File: config.mk
export PLATFORM = sky130hd
export DESIGN_NAME = excp_commit_ctrl
export DESIGN_NICKNAME = d
export VERILOG_FILES = /design/src/rtl/excp_commit_ctrl.sv
export SDC_FILE = /design/constraint.sdc
export NUM_CORES = 1
export LEC_CHECK = 0
export ABC_CLOCK_PERIOD_IN_PS = 4100
export CORE_AREA = 2 2 163 165
export DETAILED_ROUTE_END_ITERATION = 7
export DIE_AREA = 0 0 165 167
export MAX_ROUTING_LAYER = met4
export SLEW_MARGIN = 20
export SYNTH_ARGS = -nofsm -noshare
export SYNTH_HDL_FRONTEND = slang
export SYNTH_SLANG_ARGS = --single-unit
File: constraint.sdc
create_clock -name clk -period 4.1 [get_ports clk]
set_input_delay 0.41 -clock clk [delete_from_list [all_inputs] [get_ports clk]]
set_output_delay 0.41 -clock clk [all_outputs]
set_load 0.05 [all_outputs]
File: src/rtl/excp_commit_ctrl.sv
// Exception/interrupt commit controller: owns ESTAT.IS, takes INT/EXCP/ERTN at commit,
// builds the CSR write request and drives a registered flush plus redirect PC.
package excp_commit_ctrl_pkg;

  localparam logic [5:0] ECODE_INT  = 6'h00;
  localparam logic [5:0] ECODE_PIL  = 6'h01;
  localparam logic [5:0] ECODE_PIS  = 6'h02;
  localparam logic [5:0] ECODE_PIF  = 6'h03;
  localparam logic [5:0] ECODE_PME  = 6'h04;
  localparam logic [5:0] ECODE_PPI  = 6'h07;
  localparam logic [5:0] ECODE_ADE  = 6'h08;
  localparam logic [5:0] ECODE_TLBR = 6'h3f;

  typedef struct packed {
    logic [1:0] plv;
    logic       ie;
    logic       da;
    logic       pg;
  } crmd_t;

  typedef struct packed {
    logic [1:0] pplv;
    logic       pie;
  } prmd_t;

  typedef struct packed {
    logic [12:0] lie;
  } ecfg_t;

  typedef struct packed {
    logic [18:0] vppn;
  } tlbehi_t;

  typedef struct packed {
    crmd_t       crmd;
    ecfg_t       ecfg;
    logic [31:0] era;
    logic [31:0] badv;
    logic [31:0] eentry;
    logic [31:0] tlbrentry;
    tlbehi_t     tlbehi;
  } csr_t;

  typedef struct packed {
    logic        we;
    crmd_t       crmd;
    prmd_t       prmd;
    logic [5:0]  ecode;
    logic [8:0]  esubcode;
    logic [31:0] era;
    logic [31:0] badv;
    tlbehi_t     tlbehi;
  } excp_wr_csr_req_t;

endpackage

module excp_commit_ctrl
  import excp_commit_ctrl_pkg::*;
#(
  parameter int unsigned HWI_SYNC_STAGES = 2
) (
  input  logic             clk,
  input  logic             rst_n,
  input  logic [7:0]       hwi,
  input  logic             ipi,
  input  logic [1:0]       swi,
  input  logic [1:0]       swi_clr,
  input  logic             ti,
  input  logic             ti_clr,
  output logic [12:0]      is,
  input  csr_t             excp_rd,
  input  logic             commit_valid,
  input  logic [31:0]      commit_pc,
  input  logic             commit_excp,
  input  logic [5:0]       commit_ecode,
  input  logic [8:0]       commit_esubcode,
  input  logic             commit_badv_we,
  input  logic [31:0]      commit_badv,
  input  logic             commit_ertn,
  output logic             commit_cancel,
  output excp_wr_csr_req_t excp_wr_req,
  output logic             flush,
  output logic [31:0]      redirect_pc
);

  localparam logic [0:0] ST_RUN   = 1'b0;
  localparam logic [0:0] ST_FLUSH = 1'b1;

  logic [0:0] state;
  logic [8:0] sync_q [HWI_SYNC_STAGES];
  logic [1:0] sw_q;
  logic       ti_q;
  logic       int_req;
  logic       in_run;
  logic       take_int;
  logic       take_excp;
  logic       take_ertn;
  logic       take_any;
  logic       is_tlbr;
  logic       vppn_from_badv;

  // Last sync stage feeds IS directly so a held line shows up after HWI_SYNC_STAGES edges.
  always_ff @(posedge clk or negedge rst_n) begin
    if (!rst_n) begin
      for (int unsigned i = 0; i < HWI_SYNC_STAGES; i++) sync_q[i] <= '0;
      sw_q <= '0;
      ti_q <= 1'b0;
    end else begin
      sync_q[0] <= {ipi, hwi};
      for (int unsigned i = 1; i < HWI_SYNC_STAGES; i++) sync_q[i] <= sync_q[i-1];
      sw_q <= (sw_q | swi) & ~swi_clr;
      ti_q <= ti | (ti_q & ~ti_clr);
    end
  end

  assign is = {sync_q[HWI_SYNC_STAGES-1][8], ti_q, 1'b0,
               sync_q[HWI_SYNC_STAGES-1][7:0], sw_q};

  assign int_req   = excp_rd.crmd.ie & (|(is & excp_rd.ecfg.lie));
  assign in_run    = (state == ST_RUN) & commit_valid;
  assign take_int  = in_run & int_req;
  assign take_excp = in_run & ~int_req & commit_excp;
  assign take_ertn = in_run & ~int_req & ~commit_excp & commit_ertn;
  assign take_any  = take_int | take_excp | take_ertn;

  assign is_tlbr        = take_excp & (commit_ecode == ECODE_TLBR);
  assign vppn_from_badv = take_excp & (commit_ecode == ECODE_TLBR || commit_ecode == ECODE_PIL ||
                                       commit_ecode == ECODE_PIS  || commit_ecode == ECODE_PIF ||
                                       commit_ecode == ECODE_PME  || commit_ecode == ECODE_PPI);

  assign commit_cancel = take_int | take_excp | ((state == ST_FLUSH) & commit_valid);

  always_comb begin
    excp_wr_req = '0;
    if (take_int || take_excp) begin
      excp_wr_req.we        = 1'b1;
      excp_wr_req.crmd.plv  = 2'd0;
      excp_wr_req.crmd.ie   = 1'b0;
      excp_wr_req.crmd.da   = is_tlbr ? 1'b1 : excp_rd.crmd.da;
      excp_wr_req.crmd.pg   = is_tlbr ? 1'b0 : excp_rd.crmd.pg;
      excp_wr_req.prmd.pplv = excp_rd.crmd.plv;
      excp_wr_req.prmd.pie  = excp_rd.crmd.ie;
      excp_wr_req.ecode     = take_int ? ECODE_INT : commit_ecode;
      excp_wr_req.esubcode  = take_int ? 9'd0 : commit_esubcode;
      excp_wr_req.era       = commit_pc;
      // An interrupt overrides the instruction, so its bad address is not recorded.
      excp_wr_req.badv      = (take_excp && commit_badv_we) ? commit_badv : excp_rd.badv;
      excp_wr_req.tlbehi.vppn = vppn_from_badv ? commit_badv[31:13] : excp_rd.tlbehi.vppn;
    end
  end

  always_ff @(posedge clk or negedge rst_n) begin
    if (!rst_n) begin
      state       <= ST_RUN;
      flush       <= 1'b0;
      redirect_pc <= '0;
    end else begin
      case (state)
        ST_RUN: begin
          if (take_any) begin
            state       <= ST_FLUSH;
            flush       <= 1'b1;
            redirect_pc <= is_tlbr   ? excp_rd.tlbrentry :
                           take_ertn ? excp_rd.era       : excp_rd.eentry;
          end
        end
        default: begin
          state <= ST_RUN;
          flush <= 1'b0;
        end
      endcase
    end
  end

endmodule

==> impl_metrics.toml, run 1 <==
[clocking]
cts-resized-gates = 0
cts_setup_buffers = 0
clk_pin_slew_ns = 0.07
htree_levels = 2
clockBufferDepth = 2
cts_tree = "done"
cts-root-buf = "clkbuf_16"
cts_buffers = 5
hold_buffers = 0
clkSinkCount = 55
clk_latency_ns = 0.30

[timing]
finalSetupViolations = 0
rsz0062_at_grt = "no"
hold_violations = 0
layout_setup_ws_ns = 0.630
final.period_utilization = 0.846
max_clock_freq_ghz = 0.288
clock-skew-final_ns = 0.00813
tns_ns = 0
slew_viol_final = 0
worst_pin_slew_ns = 0.936
fin_crit_ns = 3.47
max_slew_margin = 0.375

[global_route]
grt_pass1_wl_um = 30600
grt_pass1_vias = 5133
grt_max_degree = 59
grt_usage = 0.151
antenna_found_initial = 1
grt-ovfl-total = 0

[routing]
ant_nets = 0
vias = 4879
routed_via_density = 4.15
drc = 0
wire_per_inst_um = 18.2
routed_wl_um = 21400
initialDrtViolationCount = 206
drtPass1Iterations = 4

[critical_path]
worst_path_largest_cell_delay_ns = 0.59
cp-end-kind = "output port"
crit_family = "compound AO/OA/AOI/OAI gates"
worst_path_most_repeated_cell = "buf_12"
cp-start-kind = "input port"
crit_buf_inv = 3
crit_required_ns = 3.69
r2r-start = "is[8]"
reg2reg_depth = 6
crit_fanout = 13
reg2reg_slack_ns = 1.61
r2r-end = "redirect_pc[28]"
worstPathArrival_ns = 3.06
crit_chain = "clkdlybuf4s50_1, a22o_1, a221oi_2, a41o_1, and3_1, buf_12, nand2_1, a21oi_1, buf_12"
path_class = "in -> out"
slowest_stage = "and3_1"

[power_and_ir_drop]
cellPowerDensity_nw_per_um2 = 271
vdd_drop_max_mv = 0.181
p_leak_uw = 0.00340

[placed_design]
dpl_worst_slack_ns = 0.575
hpwlAfterDp_um = 17400
placed_cells = 1167
portBuffers = 413
gp_congestion = 0.765

[synthesis]
syn-cell-area_um2 = 3870
synth-seq-cells = 55
synth_top_area_share = 0.355
yosysWarnings = 0
syn_avg_cell_area_um2 = 8.44
synth_cell_types = 37
synthTopCellsByArea = "dfrtp_1 36%, nand2_1 10%, a221o_1 8.3%, o221a_1 8.1%, and2_1 5.5%"
ys_seq_area_frac = 0.355
netlist_instances = 459
yosysTopAreaCell = "dfrtp_1"

[floorplan]
die_x_um = 165
die_h_um = 167
boundaryPins = 419
fp-row-count = 59
initial_core_util = 0.150
coreArea_um2 = 25800
die_area_um2 = 27600

[layout]
drive_gt1_frac = 0.147
syn2layout_area_growth_pct = 121
fin_cells = 1175
fin_nets = 1104

[worst_hold_path]
hold_class = "in -> async"

[run_status]
status = "finished clean"

[job]
maxCapViolCount = 0
-- worst max-delay path by stage --
stage                  from              end  slack, ns  depth (start not counted)
6_report       excp_rd[155]  excp_wr_req[41]       0.63                          9
3_5_place_dp   excp_rd[155]  excp_wr_req[23]       0.57                          9
3_3_place_gp   excp_rd[152]  excp_wr_req[27]       0.61                          9
4_1_cts        excp_rd[155]  excp_wr_req[49]       0.56                          9
5_1_grt        excp_rd[155]  excp_wr_req[49]       0.40                          9
2_1_floorplan       sw_q[1]  excp_wr_req[10]       0.80                          9
-- report_power, final --
group	switching [uW]	total, uW	internal, uW	leakage, uW
sequential	41.5	653	611	0.000622
combinational	686	1230	542	0.00271
clock	198	440	243	0.0000733
total	925	2320	1400	0.00340
-- layout make-up --
class,instances,area [um2]
fill,2673,17200
timing repair buffer,426,4430
multi-input combinational,344,2150
sequential,55,1380
tap,335,419
clock buffer,6,139
inverter,7,26.3
clock inverter,1,8.76
antenna,1,2.50
-- registers in the layout (all words and copies together) (netlist names) --
register     cells
state            1
is               9
redirect_pc     32
ti_q             1
flush            1
sync_q           9
sw_q             2
-- worst register-to-register path, stage by stage, from the launching register on --
cell and delay [ns]:
dfrtp_1 0.39, a22o_1 0.24, a221oi_2 0.27, a41o_1 0.42
nand3_4 0.40, a221o_1 0.53, o221a_1 0.13
-- cell families after synthesis --
logic type                 synth area share
adders and majority gates           0.00258
and+or+nand+nor                       0.266
other                              0.000968
DFF                                   0.355
buffers and inverters                0.0982
AOI/OAI and AO/OA                     0.277
-- per-stage QoR --
step / hold slack, ns / total power (uW) / instance area [um2] / utilization
after detailed placement: 0.335 / 1900 / 8400 / 0.326
after CTS: 0.135 / 2360 / 8550 / 0.332
after floorplan: 0.114 / 1300 / 3890 / -
after global placement: 0.331 / 1900 / 8400 / 0.326
after global routing: 0.165 / 2430 / 8550 / 0.332
final: 0.117 / 2320 / 8550 / 0.332
-- routing by layer --
layer,global-route usage,wire [um],up-vias
met5,-,0,-
met4,0.0348,325,0
met3,0.0511,2380,20
met2,0.250,9940,271
met1,0.177,8710,2207
li1,-,-,2381
-- Yosys cell counts, drive strengths merged --
| master | n |
|---|---|
| a41o | 1 |
| a221oi | 2 |
| conb | 1 |
| a22oi | 3 |
| a41oi | 1 |
| nor3 | 4 |
| and2 | 34 |
| dfrtp | 55 |
| nand2 | 107 |
| o21a | 2 |
| a21o | 2 |
| a221o | 32 |
| and3 | 16 |
| and2b | 1 |
| o22ai | 2 |
| o21ai | 19 |
| or4 | 1 |
| nor2 | 5 |
| inv | 7 |
| o221a | 32 |
| a22o | 2 |
| nor2b | 1 |
| buf | 38 |
| nand2b | 32 |
| a21oi | 33 |
| nand3 | 7 |
| clkbuf | 18 |
| maj3 | 1 |
-- cell usage in the layout, fill, tap and decap left out, types with 2 or more instances in the layout --
cell type        count
a21o_1               2
a21oi_1             32
a221o_1             32
a221oi_2             2
a22o_1               2
a22oi_1              3
and2_1              34
and3_1              16
buf_12              34
buf_4               67
clkbuf_16            5
clkdlybuf4s50_1    324
conb_1               4
dfrtp_1             55
inv_1                6
nand2_1            104
nand2_2              2
nand2b_1            32
nand3_1              6
nor2_1               5
nor3_1               3
o21a_1               2
o21ai_0             13
o21ai_1              6
o221a_1             28
o221a_2              4
o22ai_1              2
Power figures use the tool's default switching activity.
==> inputs of run 2 (changes only) <==
--- a/config.mk
+++ b/config.mk
@@ -5,7 +5,7 @@
 export SDC_FILE = /design/constraint.sdc
 export NUM_CORES = 1
 export LEC_CHECK = 0
-export ABC_CLOCK_PERIOD_IN_PS = 4100
+export ABC_CLOCK_PERIOD_IN_PS = 2800
 export CORE_AREA = 2 2 163 165
 export DETAILED_ROUTE_END_ITERATION = 7
 export DIE_AREA = 0 0 165 167
==> constraint.sdc (replaced) <==
create_clock -name clk -period 2.8 [get_ports clk]
set_input_delay 0.28 -clock clk [delete_from_list [all_inputs] [get_ports clk]]
set_output_delay 0.28 -clock clk [all_outputs]
set_load 0.05 [all_outputs]
==> impl_metrics.toml, run 2 (same netlist as run 1, synthesis figures left out) <==
[run_status]
status = "complete, but fails checks"
violations = "negative hold slack"

[floorplan]
die_h_um = 167
initial_core_util = 0.150
coreArea_um2 = 25800
die_area_um2 = 27600
die_x_um = 165
fp-row-count = 59
boundaryPins = 419

[power_and_ir_drop]
cellPowerDensity_nw_per_um2 = 379
p_clk_frac = 0.186
p_total_uw = 3480
intPower_uw = 2100
p_seq_frac = 0.275
vdd_drop_max_mv = 0.285
p_leak_uw = 0.00365
pwr-share-comb = 0.539
switching_power_uw = 1390
p_sw_frac = 0.398

[timing]
fin_crit_ns = 2.69
slew_viol_final = 0
max_clock_freq_ghz = 0.372
final.period_utilization = 0.960
tns_ns = 0
rsz0062_at_grt = "yes"
finalSetupViolations = 0
hold_violations = 25
worst_pin_slew_ns = 0.599
clock-skew-final_ns = 0.00632
max_slew_margin = 0.601
layout_setup_ws_ns = 0.112
whs_ns = -0.0163

[clocking]
clkSinkCount = 55
htree_levels = 2
clockBufferDepth = 2
cts_buffers = 5
clk_pin_slew_ns = 0.07
clk_latency_ns = 0.29
cts_tree = "done"
cts-root-buf = "clkbuf_16"

[critical_path]
reg2reg_depth = 8
crit_required_ns = 2.52
path_class = "in -> out"
cp-start-kind = "input port"
cp-end-kind = "output port"
crit_fanout = 8
r2r-end = "redirect_pc[27]"
worstPathArrival_ns = 2.41
r2r-start = "is[5]"
reg2reg_slack_ns = 0.64

[placed_design]
dpl_worst_slack_ns = -0.0401
hpwlAfterDp_um = 17700
portBuffers = 413
gp_congestion = 0.797

[routing]
drc = 0
ant_nets = 0
routed_wl_um = 22300
drtPass1Iterations = 4
initialDrtViolationCount = 220
vias = 5034
wire_per_inst_um = 18.7
routed_via_density = 4.22

[layout]
syn2layout_area_growth_pct = 137
largest_register_ffs = 32
fin_nets = 1123
multi_input_comb_area_um2 = 2320
drive_gt1_frac = 0.233
utilization = 0.356
max_flop_register = "redirect_pc"
final_cell_mix = "306 x clkdlybuf4s50_1, 102 x nand2_1, 69 x buf_4, 56 x buf_12, 55 x dfrtp_1"
n_fill_cell = 2628
seq_area_um2 = 1380
mostFrequentLayoutCell = "clkdlybuf4s50_1"

[global_route]
grt-ovfl-total = 0
grt_max_degree = 59
grt_usage = 0.157
grt_pass1_wl_um = 31700
grt_pass1_vias = 5243
antenna_found_initial = 1

[job]
maxCapViolCount = 0

[worst_hold_path]
hold_class = "in -> async"
-- run 2: changes by cell type in the layout (fill, tap and decap cells not counted), sizes merged --
cell           previous run  this run
buf                     102       137
dlymetal6s2s              0         1
clkbuf                    6         7
clkdlybuf4s50           324       306
-- run 2: area by class of cell --
class / count / share of cell area
Tap cell: 335 / 0.0457
Inverter: 7 / 0.00286
Sequential cell: 55 / 0.150
Clock buffer: 6 / 0.0151
Clock inverter: 1 / 0.000954
Multi-Input combinational cell: 344 / 0.252
Timing Repair Buffer: 445 / 0.533
Antenna cell: 1 / 0.000273
-- run 2: routing by layer --
layer  wire (um)  track usage  share of wire
met5           0            -              0
met4         240       0.0284          0.011
met3        2010       0.0394          0.090
met2       10800        0.266           0.49
met1        9180        0.189           0.41
-- run 2: worst max-delay path by stage --
stage	startpoint	endpoint	cells past startpoint
after floorplan	sw_q[1]	excp_wr_req[21]	7
after global placement	excp_rd[152]	excp_wr_req[0]	11
after detailed placement	excp_rd[152]	excp_wr_req[0]	11
after CTS	commit_ecode[0]	excp_wr_req[0]	11
after global routing	is[8]	excp_wr_req[16]	11
final	excp_rd[155]	excp_wr_req[10]	12
-- run 2: power groups by stage --
stage	registers [uW]	logic [uW]	clock network, uW
after global routing	971	1970	698
after CTS	958	1880	672
final	958	1880	647
after global placement	969	1860	0
after floorplan	1260	653	0
after detailed placement	966	1870	0
-- run 2: metrics by stage --
stage	area, um2	instances
2_1_floorplan	4000	462
4_1_cts	9060	1190
3_5_place_dp	8820	1180
5_1_grt	9180	1194
3_3_place_gp	8820	1180
6_report	9180	1194
-- run 2: critical path: stages --
cell and delay (ns):
clkdlybuf4s50_1 0.40, a22o_1 0.24, a221oi_2 0.20, buf_4 0.17, a41oi_4 0.13, nor3_4 0.24, buf_12 0.15, buf_12 0.14
buf_8 0.12, nand2_2 0.06, o21ai_2 0.07, buf_6 0.17
-- run 2: what timing repair did --
item	4_1_cts	5_1_grt
gates resized for setup	6	23
hold buffers	0	0
pin swaps	1	5
buffers inserted	2	2
cloned	1	1
endpoints found under the setup margin	6	68
==> inputs of run 3 (changes only) <==
--- a/config.mk
+++ b/config.mk
@@ -6,10 +6,13 @@
 export NUM_CORES = 1
 export LEC_CHECK = 0
 export ABC_CLOCK_PERIOD_IN_PS = 2800
-export CORE_AREA = 2 2 163 165
+export CELL_PAD_IN_SITES_DETAIL_PLACEMENT = 0
+export CELL_PAD_IN_SITES_GLOBAL_PLACEMENT = 1
+export CORE_ASPECT_RATIO = 0.5
+export CORE_UTILIZATION = 16
 export DETAILED_ROUTE_END_ITERATION = 7
-export DIE_AREA = 0 0 165 167
 export MAX_ROUTING_LAYER = met4
+export PLACE_DENSITY_LB_ADDON = 0.1
 export SLEW_MARGIN = 20
 export SYNTH_ARGS = -nofsm -noshare
 export SYNTH_HDL_FRONTEND = slang
==> impl_metrics.toml, run 3 (same netlist as run 1, synthesis figures left out) <==
[run_status]
status = "finished clean"

[global_route]
grt-ovfl-total = 0
grt_pass1_wl_um = 32300
grt_max_degree = 42
antenna_found_initial = 1
grt_pass1_vias = 5061
grt_usage = 0.175

[power_and_ir_drop]
switching_power_uw = 1370
p_clk_frac = 0.188
cellPowerDensity_nw_per_um2 = 387
p_seq_frac = 0.280
p_total_uw = 3390
p_sw_frac = 0.405
p_leak_uw = 0.00354
vdd_drop_max_mv = 0.206
intPower_uw = 2020
pwr-share-comb = 0.532

[floorplan]
die_area_um2 = 24900
die_h_um = 112
coreArea_um2 = 23300
fp-row-count = 39
boundaryPins = 419
die_x_um = 222
initial_core_util = 0.166

[timing]
hold_violations = 0
max_slew_margin = 0.510
slew_viol_final = 0
final.period_utilization = 0.958
max_clock_freq_ghz = 0.373
whs_ns = 0.0410
worst_pin_slew_ns = 0.735
fin_crit_ns = 2.68
finalSetupViolations = 0
clock-skew-final_ns = 0.00544

[routing]
ant_nets = 0
vias = 4931
routed_via_density = 4.23
routed_wl_um = 22700
initialDrtViolationCount = 241
drtPass1Iterations = 4
drc = 0
wire_per_inst_um = 19.5

[critical_path]
crit_chain = "clkdlybuf4s50_1, a22o_1, a221oi_2, buf_4, a41o_4, and3_4, buf_12, nand2_2, a21oi_2, buf_6"
slowest_stage = "clkdlybuf4s50_1"
reg2reg_slack_ns = 0.52
crit_fanout = 16
cp-start-kind = "input port"
crit_required_ns = 2.52
r2r-start = "is[5]"
cp-end-kind = "output port"
worstPathArrival_ns = 2.40
reg2reg_depth = 9
crit_start = "excp_rd[152]"
worst_path_largest_cell_delay_ns = 0.39
r2r-end = "redirect_pc[0]"
path_class = "in -> out"
endpoint = "excp_wr_req[49]"

[placed_design]
portBuffers = 413
hpwlAfterDp_um = 17100
gp_congestion = 0.775

[clocking]
htree_levels = 2
clk_pin_slew_ns = 0.07
clockBufferDepth = 2
cts_tree = "done"
cts-root-buf = "clkbuf_16"
cts_buffers = 5
hold_buffers = 0
clk_latency_ns = 0.29
clkSinkCount = 55

[layout]
largest_register_ffs = 32
max_flop_register = "redirect_pc"
syn2layout_area_growth_pct = 126
drive_gt1_frac = 0.228
final_cell_mix = "307 x clkdlybuf4s50_1, 104 x nand2_1, 98 x buf_4, 55 x dfrtp_1, 34 x and2_1"
fin_nets = 1123
mostFrequentLayoutCell = "clkdlybuf4s50_1"

[worst_hold_path]
hold_class = "in -> async"

[job]
maxCapViolCount = 0
==> run 3: power groups by stage <==
stage | sequential [uW] | clock [uW] | combinational [uW]
after floorplan | 1260 | 0 | 653
after global placement | 964 | 0 | 1790
after detailed placement | 963 | 0 | 1800
after CTS | 952 | 671 | 1810
after global routing | 964 | 697 | 1890
final | 952 | 637 | 1810
==> run 3: final cells by class <==
class / count / area [um2]
diodes: 1 / 2.50
multi-input cells: 344 / 2320
repair buffers: 445 / 4520
clock inverters: 2 / 16.3
flip-flops and latches: 55 / 1380
inverters: 7 / 26.3
well taps: 307 / 384
fillers: 2370 / 14500
clock buffers: 6 / 129
==> run 3: worst min path at each step <==
stage	startpoint	to	slack [ns]
finish	rst_n	is[5]	0.04
CTS	rst_n	is[9]	0.07
global placement	sync_q[11]	is[4]	0.33
floorplan	rst_n	flush	-0.02
global route	rst_n	is[5]	0.08
detailed placement	sync_q[17]	is[12]	0.34
==> run 3: layer usage <==
layer / GRT usage / share of wire / up-vias
met5: - / 0 / -
li1: - / - / 2428
met2: 0.313 / 0.52 / 137
met4: 0.0250 / 0.0062 / 0
met3: 0.0241 / 0.041 / 6
met1: 0.214 / 0.43 / 2360
==> run 3: repair_timing <==
| item | in CTS | in global routing |
|---|---|---|
| gates cloned | 1 | 4 |
| pin swaps | 1 | 2 |
| resized for setup | 6 | 17 |
| buffers inserted | 2 | 0 |
| endpoints found under the setup margin | 36 | 51 |
==> run 3: stage by stage <==
step | TNS (ns) | setup WS (ns) | utilization | instance area [um2] | std cells
2_1_floorplan | -0.00430 | -0.00430 | - | 4000 | 462
3_3_place_gp | -0.0753 | -0.0753 | 0.361 | 8400 | 1152
3_5_place_dp | -0.105 | -0.0757 | 0.361 | 8400 | 1152
4_1_cts | 0 | 0.0126 | 0.371 | 8630 | 1163
5_1_grt | -0.0786 | -0.0116 | 0.377 | 8770 | 1167
6_report | 0 | 0.116 | 0.377 | 8770 | 1167
==> run 3: critical path: cells and delay by family <==
kind | cells | cell delay (ns)
compound gates | 4 | 0.88
buf+inv | 4 | 0.92
simple gates | 2 | 0.30
